===== config.mk =====
export PLATFORM = sky130hd
export DESIGN_NAME = ws2812b_frame_fetch
export DESIGN_NICKNAME = d
export VERILOG_FILES = /design/src/rtl/ws2812b_pkg.sv /design/src/rtl/ws2812b_byte_scale.sv /design/src/rtl/ws2812b_frame_fetch.sv
export SDC_FILE = /design/constraint.sdc
export NUM_CORES = 1
export LEC_CHECK = 0
export CAP_MARGIN = 20
export CORE_MARGIN = 2
export CORE_UTILIZATION = 23
export CTS_BUF_LIST = sky130_fd_sc_hd__clkbuf_4 sky130_fd_sc_hd__clkbuf_8
export CTS_CLUSTER_DIAMETER = 40
export DETAILED_ROUTE_END_ITERATION = 12
export REMOVE_ABC_BUFFERS = 1
export SLEW_MARGIN = 0
export SYNTH_ARGS = -nofsm -noshare
export SYNTH_HDL_FRONTEND = slang
export SYNTH_SLANG_ARGS = --single-unit

===== constraint.sdc =====
create_clock -name clk -period 2.65 [get_ports clk]
set_clock_uncertainty 0.05 [all_clocks]
set_input_delay 0.795 -clock clk [delete_from_list [all_inputs] [get_ports clk]]
set_output_delay 0.795 -clock clk [all_outputs]
set_load 0.01 [all_outputs]

===== src/rtl/ws2812b_pkg.sv =====
// ws2812b_pkg: shared LED word geometry, colour byte offsets and fetch FSM encoding.
package ws2812b_pkg;
   localparam int BITS_PER_LED  = 24;
   localparam int BYTES_PER_LED = 3;
   localparam int G_OFS = 0;
   localparam int R_OFS = 1;
   localparam int B_OFS = 2;
   localparam logic [1:0] S_IDLE  = 2'd0;
   localparam logic [1:0] S_FETCH = 2'd1;
   localparam logic [1:0] S_HOLD  = 2'd2;
   localparam logic [1:0] S_DRAIN = 2'd3;
   // Byte slot k = stripe*3 + colour; G sits in the top byte of each stripe's 24 bits.
   function automatic int byte_lsb(input int k);
      int c;
      c = k % BYTES_PER_LED;
      return (k / BYTES_PER_LED) * BITS_PER_LED + (B_OFS - c) * 8;
   endfunction
endpackage


===== src/rtl/ws2812b_byte_scale.sv =====
// ws2812b_byte_scale: scales one colour byte by (brightness+1)/256.
module ws2812b_byte_scale (
   input  logic [7:0] data,
   input  logic [7:0] scale,
   output logic [7:0] result
);
   assign result = 8'(({8'd0, data} * ({8'd0, scale} + 16'd1)) >> 8);
endmodule


===== src/rtl/ws2812b_frame_fetch.sv =====
// ws2812b_frame_fetch: walks the LED BRAM per frame and hands one 24*STRIPE_COUNT-bit word per LED to the serializer.
// Define WS2812B_BRIGHTNESS_EN to add the brightness port and per-byte scaling in the capture path.
module ws2812b_frame_fetch
   import ws2812b_pkg::*;
#(
   parameter int STRIPE_COUNT = 2,
   parameter int LED_COUNT    = 121,
   parameter int ADDR_WIDTH   = 14,
   parameter int BASE_ADDR    = 0
) (
   input  logic                                   clk,
   input  logic                                   reset,
   input  logic                                   frame_start,
   output logic [ADDR_WIDTH-1:0]                  mem_addr,
   input  logic [7:0]                             mem_data,
`ifdef WS2812B_BRIGHTNESS_EN
   input  logic [7:0]                             brightness,
`endif
   output logic [BITS_PER_LED*STRIPE_COUNT-1:0]   bitstream,
   output logic                                   bitstream_available,
   input  logic                                   bitstream_read,
   output logic                                   busy,
   output logic                                   frame_done
);
   localparam int W  = BITS_PER_LED * STRIPE_COUNT;
   localparam int NB = BYTES_PER_LED * STRIPE_COUNT;
   localparam int KW = $clog2(NB);
   localparam int LW = $clog2(LED_COUNT + 1);
   localparam logic [ADDR_WIDTH-1:0] BASE = ADDR_WIDTH'(BASE_ADDR);

   logic [1:0]    state;
   logic [KW-1:0] iss_k, cap_k;
   logic          cap_vld, asm_full, asm_done, xfer, start, last_iss;
   logic [LW-1:0] led;
   logic [W-1:0]  asm_q, merged;
   logic [7:0]    cap_byte;

`ifdef WS2812B_BRIGHTNESS_EN
   ws2812b_byte_scale u_scale (.data(mem_data), .scale(brightness), .result(cap_byte));
`else
   assign cap_byte = mem_data;
`endif

   assign start    = state == S_IDLE && frame_start && !frame_done;
   assign last_iss = iss_k == KW'(NB - 1);
   // The final byte bypasses the assembly register so the word can load the cycle it arrives.
   assign asm_done = asm_full || (cap_vld && cap_k == KW'(NB - 1));
   assign xfer     = state == S_HOLD && asm_done && (!bitstream_available || bitstream_read);
   assign busy     = state != S_IDLE;

   for (genvar i = 0; i < NB; i++) begin : g_slot
      localparam int L = byte_lsb(i);
      assign merged[L +: 8] = cap_vld && cap_k == KW'(i) ? cap_byte : asm_q[L +: 8];
   end

   always_ff @(posedge clk) begin
      if (reset) begin
         state               <= S_IDLE;
         mem_addr            <= BASE;
         iss_k               <= '0;
         cap_k               <= '0;
         cap_vld             <= 1'b0;
         asm_full            <= 1'b0;
         asm_q               <= '0;
         led                 <= '0;
         bitstream           <= '0;
         bitstream_available <= 1'b0;
         frame_done          <= 1'b0;
      end else begin
         frame_done <= 1'b0;
         cap_vld    <= state == S_FETCH;
         cap_k      <= iss_k;
         if (cap_vld) asm_q <= merged;
         if (bitstream_available && bitstream_read) bitstream_available <= 1'b0;
         if (xfer) begin
            bitstream           <= merged;
            bitstream_available <= 1'b1;
         end
         case (state)
            S_IDLE: if (start) begin
               state    <= S_FETCH;
               mem_addr <= BASE;
               iss_k    <= '0;
               led      <= '0;
            end
            S_FETCH: begin
               mem_addr <= mem_addr + 1'b1;
               iss_k    <= last_iss ? '0 : iss_k + 1'b1;
               if (last_iss) begin
                  led   <= led + 1'b1;
                  state <= S_HOLD;
               end
            end
            S_HOLD: begin
               if (xfer) begin
                  asm_full <= 1'b0;
                  state    <= led == LW'(LED_COUNT) ? S_DRAIN : S_FETCH;
               end else if (asm_done) asm_full <= 1'b1;
            end
            default: if (bitstream_read) begin
               frame_done <= 1'b1;
               state      <= S_IDLE;
            end
         endcase
      end
   end
endmodule


# Word level (Yosys, flattened, before mapping)
# Cells that the tools add are included.
word_totals:
  regBits: 129
  wordCells: 78
classes:
  n_addsub: 3
  eq_ne: 12
  muxes: 25
  n_reduce_logical: 27
ops:
  columns: ["operator", "count"]
  rows:
  - ["$mux W8", 6]
  - ["$pmux W14 S2", 1]
  - ["$add A14 B1 Y14 const B", 1]
  - ["$mux W14", 1]
  - ["$mux W7", 2]
  - ["$pmux W7 S2", 1]
  - ["$logic_and A1 B1 Y1", 11]
  - ["$mux W2", 5]
  - ["$eq A3 B3 Y1 const B", 3]
  - ["$reduce_bool A2 Y1", 4]
  - ["$add A7 B1 Y7 const B", 1]
  - ["$eq A7 B7 Y1 const B", 1]
  - ["$eq A3 B2 Y1 const B", 2]
  - ["$mux W3", 2]
  - ["$ne A2 B2 Y1 const B", 3]
  - ["$pmux W2 S3", 1]
  - ["$pmux W3 S2", 1]
  - ["$mux W1", 5]
  - ["$reduce_and A2 Y1", 2]
  - ["$reduce_and A4 Y1", 1]
  - ["$reduce_bool A4 Y1", 1]
  - ["$reduce_or A4 Y1", 1]
  - ["$add A3 B1 Y3 const B", 1]
  - ["$eq A3 B1 Y1 const B", 1]
  - ["other kinds (7)", 9]

# Longest topological paths before layout
depth:
  ltp_word: 7
  mapped_depth: 9
  ltp_nobuf: 6

# Worst setup path before layout
# No wires, ideal clock.
synth_path:
  kind: "flip-flop to flip-flop"
  start: "reg state[0]"
  end: "reg led[5]"
  setup_time_ns: 0.070
  arrival_time_ns: 1.846
  t_required_ns: 2.530
  setup_slack_ns: 0.684
  stages_incl_launch_ff: 9
  n_path_buf: 2
  cell_sequence: "dfxtp_1 > inv_1 > ha_1 > buf_6 > nand2b_4 > buf_6 > a22o_1 > or4_1 > a21oi_1"
synth_between:
  elab_chain_len: 5
  word_cells_on_any_way: 9
synth_rtl:
  columns: ["element", "line", "text"]
  rows:
  - ["start: declaration", "ws2812b_frame_fetch.sv:31", "logic [1:0] state;"]
  - ["start signal: assignment", "ws2812b_frame_fetch.sv:97", "state <= led == LW'(LED_COUNT) ? S_DRAIN : S_FETCH;"]
  - ["$logic_not A2 Y1", "ws2812b_frame_fetch.sv:44, ws2812b_frame_fetch.sv:79", null]
  - ["$logic_and A1 B1 Y1 (2 in series)", "ws2812b_frame_fetch.sv:44", "assign start = state == S_IDLE && frame_start && !frame_done;"]
  - ["$ne A2 B2 Y1 (no source line)", null, null]
  - ["$reduce_and A3 Y1 (no source line)", null, null]
  - ["end signal: assignment", "ws2812b_frame_fetch.sv:90", "led <= led + 1'b1;"]
  - ["end: declaration", "ws2812b_frame_fetch.sv:34", "logic [LW-1:0] led;"]
# Several ways; a longest one is shown, not always the timed one.
# A chain may end at the register's enable or synchronous reset.

# Worst setup path after layout
layout_path:
  start: "reg mem_addr[3]"
  end: "out mem_addr[3]"
layout_lines:
  columns: ["element", "line", "text"]
  rows:
  - ["start: declaration", "ws2812b_frame_fetch.sv:14", "output logic [ADDR_WIDTH-1:0] mem_addr,"]
  - ["start signal: assignment", "ws2812b_frame_fetch.sv:87", "mem_addr <= mem_addr + 1'b1;"]
# No word-level cell between the ends.

==> impl_metrics.json <==
{
  "outcome": "completed",
  "grt_overflow": 0,
  "totalWireLength_mm": 11.8,
  "required_ns": 1.81,
  "worst_path_dominant_cell_family": "buffers and inverters",
  "routedWlPerCell_um": 13.9,
  "cp-start-kind": "flip-flop",
  "synth.largest_area_cell": "sky130_fd_sc_hd__dfxtp_1",
  "post-cts-setup-buffer-count": 0,
  "netlist.area_leader.share": 0.534,
  "insertedDiodeCount": 0,
  "worst_pin_slew_ns": 0.799,
  "fp.dieArea_sq_um": 22200,
  "ys.warnings.count": 0,
  "syn_area_sq_um": 4830,
  "synth_async_sr_flop_share": 0,
  "max_cap_violations": 0,
  "slew_violations": 0,
  "nFillCells": 2217,
  "hold_class": "reg2reg",
  "buffer_ports.inserted": 76,
  "timing.critical_path.to_type": "output pin",
  "syn-mean-instance-area_sq_um": 9.95,
  "sum_of_net_half_perimeters_after_detailed_placement_mm": 7.91,
  "netlist_top_cells_area": "sky130_fd_sc_hd__dfxtp_1 (53%), sky130_fd_sc_hd__o22a_1 (8.7%), sky130_fd_sc_hd__mux2i_1 (5.6%), sky130_fd_sc_hd__nand2_1 (4.8%), sky130_fd_sc_hd__a21oi_1 (3.8%)",
  "tritoncts_clock_tree": "built",
  "crit_slowest_cell": "sky130_fd_sc_hd__clkdlybuf4s50_1",
  "groute.usage.overall": 0.110,
  "ant_nets": 0,
  "cts_sinks": 129,
  "boundaryPins": 77,
  "yosysUniqueCellTypes": 50,
  "layout.nets": 582,
  "clk-insertion-delay-late_ns": 0.43,
  "fp.dieH_um": 149,
  "criticalPathCategory": "reg2out",
  "critical_path_arrival_ns": 1.44,
  "antenna_found_initial": 0,
  "layout_worst_path_cycle_share": 0.863,
  "grt_start_max_net_pins": 49,
  "vias": 3719,
  "effective_utilization_at_floorplan": 0.232,
  "remaining_drc_errors": 0,
  "synth.ff_latch_count": 129,
  "p_total_mw": 4.60,
  "wire_length_of_the_first_global_routing_pass_mm": 18.8,
  "slew_headroom": 0.466,
  "critical_path_peak_fanout": 6,
  "ys.flop_type": "sky130_fd_sc_hd__dfxtp_1",
  "coreArea_sq_um": 20800,
  "width_of_the_chip_um": 149,
  "cts.path.max_buffers": 2,
  "clock.fmax_mhz": 437,
  "rows": 53,
  "vdd_drop_max_mv": 0.296,
  "p_leak_nw": 2.47,
  "drt_iter0_drc": 167,
  "power.density_nw_per_um2": 723,
  "via_count_of_the_first_global_routing_pass": 3597,
  "synth_enable_flop_cells": 0,
  "finalHoldViolCount": 0,
  "drtPass1Iterations": 4,
  "clk_transition_reported_paths_ns": 0.08,
  "rsz0062_at_grt": "false",
  "setup_violations": 0,
  "max_stage_delay_ns": 0.58,
  "layout_min_cycle_time_ns": 2.29,
  "clock_tree.htree_level_count": 4,
  "post_synth_inst_count": 486,
  "critical_path.cell_chain": "clkdlybuf4s50_1",
  "worst_path_buffer_plus_inverter_count": 1,
  "detail_route.vias_per_cell": 4.37,
  "syn2layout_area_growth_pct": 31.5,
  "gp_congestion": 0.750,
  "final_layout_size_suffix_gt1_frac": 0.104,
  "fin_tns_setup_ns": 0,
  "clockRootBuffer": "sky130_fd_sc_hd__clkbuf_8",
  "seq_area_frac_synth": 0.534,
  "cts_made_buffers": 17
}
-- worst paths after layout --
path | from | endpoint | depth (start not counted) | slack (ns)
max | mem_addr[3] | mem_addr[3] | 1 | 0.36
min | asm_q[22] | asm_q[22] | 2 | 0.41
max reg2reg | state[0] | led[5] | 7 | 0.57
min reg2reg | asm_q[22] | asm_q[22] | 2 | 0.41
-- where the power goes --
group          internal [mW]  switching (mW)  leakage, nW
logic                  0.300           0.406         1.21
clock network          0.990           0.857        0.217
registers               1.99          0.0517         1.04
-- synth_stat cells (all sizes together) (2+ instances only) --
master	count
a211o	4
a211oi	5
a21boi	2
a21oi	37
a22o	2
a22oi	2
and4b	2
buf	21
clkbuf	14
dfxtp	129
ha	7
inv	13
mux2i	27
nand2	62
nand2b	3
nand3	4
nand3b	3
nand4	5
nand4b	3
nor2	43
nor2b	3
nor4b	3
nor4bb	4
o21ai	7
o22a	48
or3	8
or4	2
or4b	2
xnor2	7
-- what timing repair did --
action	in CTS	in global routing
endpoints found under the setup margin	1	1
resized for setup	1	2
hold buffers	0	0
hold endpoints to repair	0	0
-- final cells by class --
type / instances / area, sq um / area share
multi-input combinational: 309 / 2040 / 0.321
clock buffer: 18 / 248 / 0.0390
timing repair buffer: 93 / 898 / 0.141
sequential: 129 / 2580 / 0.407
clock inverter: 14 / 191 / 0.0301
inverter: 13 / 48.8 / 0.00768
tap: 275 / 344 / 0.0541
-- per-stage QoR --
step	hold WS, ns	setup slack, ns	utilization	cell area, sq um	instances
2_1_floorplan	0.383	-0.0256	-	4650	451
3_3_place_gp	0.400	-0.236	0.283	5890	818
3_5_place_dp	0.404	-0.254	0.283	5890	818
4_1_cts	0.415	0.0106	0.304	6330	850
5_1_grt	0.436	0.273	0.305	6360	851
6_report	0.413	0.363	0.305	6360	851
-- state kept, by name, summed over array words and instances, names as in the netlist --
register and cells:
cap_k 3, bitstream_available 1, mem_addr 14, iss_k 3, asm_q 48, bitstream 48
state 2, led 7, frame_done 1, asm_full 1, cap_vld 1
-- layout by cell type, fill, tap and decap left out, types with 4 or more instances in the layout --
| cell | count |
|---|---|
| sky130_fd_sc_hd__mux2i_1 | 27 |
| sky130_fd_sc_hd__o21ai_0 | 7 |
| sky130_fd_sc_hd__clkbuf_8 | 18 |
| sky130_fd_sc_hd__nand4_1 | 5 |
| sky130_fd_sc_hd__inv_1 | 13 |
| sky130_fd_sc_hd__inv_6 | 4 |
| sky130_fd_sc_hd__dfxtp_1 | 127 |
| sky130_fd_sc_hd__buf_4 | 16 |
| sky130_fd_sc_hd__xnor2_1 | 7 |
| sky130_fd_sc_hd__nor2_1 | 42 |
| sky130_fd_sc_hd__o22a_1 | 48 |
| sky130_fd_sc_hd__clkdlybuf4s50_1 | 74 |
| sky130_fd_sc_hd__ha_1 | 7 |
| sky130_fd_sc_hd__nand2_1 | 62 |
| sky130_fd_sc_hd__nand3_1 | 4 |
| sky130_fd_sc_hd__or3_1 | 8 |
| sky130_fd_sc_hd__a21oi_1 | 37 |
| sky130_fd_sc_hd__a211o_1 | 4 |
| sky130_fd_sc_hd__a211oi_1 | 5 |
-- logic make-up after synthesis --
kind of cell | synth area share
muxes | 0.0559
buffers and inverters | 0.0484
DFF | 0.534
and+or+nand+nor | 0.152
AOI/OAI and AO/OA | 0.179
adders and majority gates | 0.0181
xor gates and xnor gates | 0.0127
-- routing by layer --
layer,wire [um],track usage,up-vias
met2,5450,0.176,77
met3,502,0.0346,4
met4,49,0.0357,0
met5,0,0,-
met1,5790,0.141,1758
li1,-,-,1880
(Power assumes the default switching activity.)
